## config.mk

```make
export PLATFORM = sky130hd
export DESIGN_NAME = flow_combiner_t
export DESIGN_NICKNAME = d
export VERILOG_FILES = /design/src/rtl/flow_combiner_t.sv
export SDC_FILE = /design/constraint.sdc
export NUM_CORES = 1
export LEC_CHECK = 0
export CORE_AREA = 2 2 317 319
export CTS_CLUSTER_SIZE = 28
export DETAILED_ROUTE_END_ITERATION = 8
export DIE_AREA = 0 0 319 321
export SYNTH_ARGS = -nofsm -noshare
export SYNTH_HDL_FRONTEND = slang
export SYNTH_SLANG_ARGS = --single-unit
export TNS_END_PERCENT = 1
```

## constraint.sdc

```tcl
create_clock -name clk -period 99.3 [get_ports clk]
set_clock_uncertainty 0.2 [all_clocks]
set_input_delay 24.825 -clock clk [delete_from_list [all_inputs] [get_ports clk]]
set_output_delay 24.825 -clock clk [all_outputs]
set_load 0.02 [all_outputs]
```

## src/rtl/flow_combiner_t.sv

```systemverilog
// flow_combiner_t: buffers {flow_0, flow_1} pairs and re-serializes them as flow_0 then flow_1.
module flow_combiner_t #(
   parameter int BITS_BLOCK = 257,
   parameter int PAIR_DEPTH = 2,
   parameter int CNT_WIDTH  = 32
) (
   input  logic                  clk,
   input  logic                  rst,
   input  logic                  i_valid,
   output logic                  o_ready,
   input  logic [BITS_BLOCK-1:0] flow_0,
   input  logic [BITS_BLOCK-1:0] flow_1,
   output logic [BITS_BLOCK-1:0] output_blocks,
   output logic                  valid,
   input  logic                  i_ready,
   output logic [CNT_WIDTH-1:0]  block_cnt,
   output logic                  ovf_err
);
   localparam int AW = $clog2(PAIR_DEPTH);
   localparam logic [AW:0] FULL = (AW+1)'(PAIR_DEPTH);
   logic [BITS_BLOCK-1:0] f0_q [PAIR_DEPTH];
   logic [BITS_BLOCK-1:0] f1_q [PAIR_DEPTH];
   logic [AW-1:0] wr_q, wr_d, rd_q, rd_d;
   logic [AW:0] cnt_q, cnt_d;
   logic [CNT_WIDTH-1:0] bcnt_q, bcnt_d;
   logic phase_q, phase_d, ovf_q, ovf_d, push, hs, pop;
   assign o_ready       = cnt_q < FULL;
   assign valid         = cnt_q != '0;
   assign output_blocks = phase_q ? f1_q[rd_q] : f0_q[rd_q];
   assign block_cnt     = bcnt_q;
   assign ovf_err       = ovf_q;
   // A pair leaves the FIFO only once its flow_1 half is accepted.
   always_comb begin
      push    = i_valid && o_ready;
      hs      = valid && i_ready;
      pop     = hs && phase_q;
      wr_d    = push ? wr_q + 1'b1 : wr_q;
      rd_d    = pop ? rd_q + 1'b1 : rd_q;
      cnt_d   = cnt_q + (AW+1)'(push) - (AW+1)'(pop);
      phase_d = hs ? !phase_q : phase_q;
      bcnt_d  = hs ? bcnt_q + 1'b1 : bcnt_q;
      ovf_d   = ovf_q || (i_valid && !o_ready);
   end
   always_ff @(posedge clk) begin
      if (rst) begin
         wr_q    <= '0;
         rd_q    <= '0;
         cnt_q   <= '0;
         phase_q <= 1'b0;
         bcnt_q  <= '0;
         ovf_q   <= 1'b0;
      end else begin
         wr_q    <= wr_d;
         rd_q    <= rd_d;
         cnt_q   <= cnt_d;
         phase_q <= phase_d;
         bcnt_q  <= bcnt_d;
         ovf_q   <= ovf_d;
         if (push) begin
            f0_q[wr_q] <= flow_0;
            f1_q[wr_q] <= flow_1;
         end
      end
   end
endmodule

```

* Word level (Yosys, flattened, before mapping) *
Memories as Yosys holds them, arrays and structs flattened. A register that Yosys moved wholly into a read port is not among the register bits.
Cells that the tools add are included.

word-level totals
  flip-flop bits (word level) = 38
  bits in writable memories = 1,028
  bits of input ports = 518
  output and inout bits = 292
  logic and storage cells = 30
  memories = 2

cells by class
  add/sub/neg operators = 5
  order comparisons = 1
  multiplexer cells = 8
  reductions and logical operators = 8

memory list
  memory  depth  width  read ports  clocked after Yosys merged registers in  wr ports  line  RTL
  f0_q    2      257    1           1                                        1         21    logic [BITS_BLOCK-1:0] f0_q [PAIR_DEPTH];
  f1_q    2      257    1           1                                        1         22    logic [BITS_BLOCK-1:0] f1_q [PAIR_DEPTH];

operators by type and width
  kind                                                count
  two-way mux 257 bit                                 1
  adder 32 x 1 -> 32 bit (second input constant)      1
  two-way mux 1 bit                                   7
  logical AND 1 bit                                   4
  adder 1 bit (second input constant)                 2
  adder 2 x 1 -> 2 bit                                1
  zero test 1 bit                                     2
  less-than comparator 2 bit (second input constant)  1
  nonzero test 2 bit                                  1
  subtractor 2 x 1 -> 2 bit                           1
  logical OR 1 bit                                    1

* Longest topological paths before layout *
  word-level depth = 5
  mapped depth = 9
  depth with buffers taken out = 8

* Worst setup path after synthesis *
No wires, ideal clock.

  path type = input to register
  start point = input rst
  end point = memory f0_q[1][0], enable pin
  setup time = 2.127 ns
  arrival = 62.352 ns
  data required time = 96.973 ns
  slack = 34.620 ns
  stages = 3
  buffers on the path = 2
  cell sequence = clkbuf_1 -> clkbuf_1 -> nor3b_1

between the ends
  word-level cells in the longest chain between the ends = 2

ends and longest elaborated chain
  what                                     line  RTL
  from (decl)                              8     input logic rst,
  two-way mux 1 bit                        45    if (rst) begin
  two-way mux 1 bit (not written as such)  60    f0_q[wr_q] <= flow_0;
  to (decl)                                21

No other way between the ends.

==> impl_metrics.ini <==
[routing]
postRouteAntennaNets = 0
dr.pass1.iters = 5
routedWlPerCell_um = 25.2
drc_errors = 0
avgViaCountPerCell = 5.04
drt_iter0_markers = 1679
routed_wl_um = 96700
dr_total_vias = 19400

[sta]
tightest_slew_ps = 1300
setup-violations-final = 0
rsz0062_at_grt = false
period_minus_slack_ps = 30340
clock.fmax_mhz = 33.0
finalHoldViolCount = 0
tns_ps = 0
slew_headroom_pct = 13.1
fin_crit_sh_pct = 30.6
drv_slew = 0

[cells_and_area]
final_common_cell = edfxtp_1
final_nets = 2948
nFillCells = 7805
layout_common_cells = edfxtp_1 (1,028), clkdlybuf4s50_1 (809), mux4_2 (257), clkbuf_16 (112), clkbuf_1 (40)
area_delta_synth_final_pct = 34.0
drive_gt1_share_pct = 17.1

[global_route]
grt_overflow = 0
grt_pass1_wl_um = 138000
grt_start_max_net_pins = 177
grt_pass1_vias = 20700
grt.total_usage_pct = 18.5
antenna_found_initial = 37

[logic_synthesis]
synth_seq_area_share_pct = 81.7
muxShareOfSynthArea_pct = 15.1
synth_fa_ha_area_share_pct = 0.0969
synth_top_family_by_area = multiplexers
synth.distinct_cells = 36
synth.avg_cell_area_um2 = 24.9
synth_nets = 2077
synth_area_mm2 = 0.0387
ys_warn_count = 0
yosys.area_share.simple_pct = 1.40
synthCells = 1556
synth_xor_area_share_pct = 0.339
ys_ff_latch = 1067
synth_compound_area_share_pct = 0.565

[placement]
io_buffer_count = 809
hpwlAfterDp_um = 66100
place_congestion = 0.798

[clock_network]
hold_buffers = 0
root_buffer = clkbuf_16
cts_num_sinks = 1067
clk_pin_slew_ps = 60
htreeDepth = 3
cts_resized = 0
clk_path_buf_depth = 3
cts_made_buffers = 111
postCtsSetupBuffers = 0
clk_latency_ps = 670
cts_tree = built

[floorplan]
rows = 116
start_util_pct = 39.0
die_area_mm2 = 0.102
pin_count = 810
core-area_mm2 = 0.0993
die_y_um = 321
die_w_um = 319

[worst_setup_path]
end_kind = primary output
worst_path_max_delay_cell = buf_4
required_ps = 74280
crit_top_cell = buf_4
path_cells = buf_4 -> buf_4 -> buf_4 -> mux4_2 -> clkdlybuf4s50_1
slowest_delay_ps = 860
arrival_ps = 5320
cp_max_fo = 48
critPathLaunchType = flip-flop
critPathKind = flip-flop to primary output

[power]
total_power_w = 0.00112
power_density_mw_per_mm2 = 21.5
p_leak_nw = 16.3
vdd_drop_max_uv = 14.1

[hold_path]
hold_class = flip-flop to flip-flop

[status]
outcome = finished, final reports clean

[job]
maxCapViolCount = 0
## registers in the layout, indices dropped and copies added (netlist names), named ones only
| register | cells |
|---|---|
| f0_q | 514 |
| f1_q | 514 |
| block_cnt | 32 |
| cnt_q | 2 |
| ovf_err | 1 |
| phase_q | 1 |
| rd_q | 1 |
| wr_q | 1 |
## through the flow
stage	cell area, µm²	std cells	setup slack [ps]	hold slack [ps]	utilization [%]
finish	51900	3843	68960	295	52.3
global route	51900	3835	68410	338	52.3
CTS	51800	3813	68660	303	52.2
detailed placement	48400	3612	69430	289	48.7
global placement	48400	3612	69450	266	48.7
floorplan	38700	1556	34620	281	-
## kinds of logic (layout without fill, tap and decap cells)
group	Yosys count	in the layout
adder cells (fa/ha/maj)	3	3
AO/OA/AOI/OAI	38	38
buffers and inverters	71	1030
multiplexers	262	262
other	0	30
XOR/XNOR	15	15
AND/OR/NAND/NOR	100	100
flip-flops	1067	1067
## area by class of cell
cell class,instances,area (µm²),area share (%)
sequential,1067,31700,61.0
timing repair buffer,826,8300,16.0
multi-input combinational,418,6780,13.1
clock buffer,154,2980,5.74
tap,1298,1620,3.13
clock inverter,47,480,0.926
antenna,30,75.1,0.145
inverter,3,11.3,0.0217
## worst paths after layout
path                       startpoint                endpoint  slack (ps)  cells after the start
setup / recovery            flip-flop      output_blocks[197]       68960                      5
hold / removal     ovf_err$_SDFF_PP0_      ovf_err$_SDFF_PP0_         300                      2
setup reg to reg  cnt_q[1]$_SDFF_PP0_  f1_q[0][228]$_DFFE_PP_       94460                      7
hold reg to reg    ovf_err$_SDFF_PP0_      ovf_err$_SDFF_PP0_         300                      2
## critical path: cells and delay by family (launching register included)
family | cells | cell delay, ps
DFF | 1 | 740
buffers and inverters | 4 | 3090
muxes | 1 | 650
## Yosys cell counts
cell	n	share of area, %
buf_2	23	0.30
o21ai_0	12	0.16
xor2_1	8	0.18
mux4_2	257	15
inv_1	3	0.029
buf_1	15	0.15
xnor2_1	7	0.16
or4b_1	1	0.026
o211ai_2	1	0.032
ha_1	3	0.097
nand4_1	11	0.18
and3_1	4	0.065
nand2_1	16	0.16
or2_2	1	0.016
buf_6	1	0.029
mux2_2	4	0.12
and2_1	4	0.065
buf_4	1	0.019
or3_1	11	0.18
and4_1	3	0.068
or4_4	1	0.029
o2111a_1	1	0.029
a21oi_1	18	0.23
mux2i_1	1	0.026
nor4_1	1	0.016
o31ai_1	5	0.097
or4_1	6	0.12
nor3b_1	1	0.019
edfxtp_1	1028	80
o21a_1	1	0.019
dfxtp_1	39	2.0
clkbuf_1	28	0.27
nor2_1	21	0.20
nand3_1	8	0.10
nor3_1	6	0.078
nor2b_1	5	0.081
## report_power, final
part	leakage [nW]	switching (W)	internal, W
registers	9.74	0.00000964	0.000528
clock network	1.69	0.000165	0.000230
logic	4.84	0.0000935	0.0000910
total	16.3	0.000268	0.000849
## routing by layer
| layer | vias up | track usage [%] | share of wire (%) |
|---|---|---|---|
| met3 | 156 | 6.57 | 8.5 |
| met1 | 10100 | 20.5 | 36 |
| met4 | 24 | 8.32 | 3.1 |
| li1 | 8460 | - | - |
| met5 | - | 0 | 0.17 |
| met2 | 687 | 31.8 | 53 |
(Power assumes the default switching activity.)
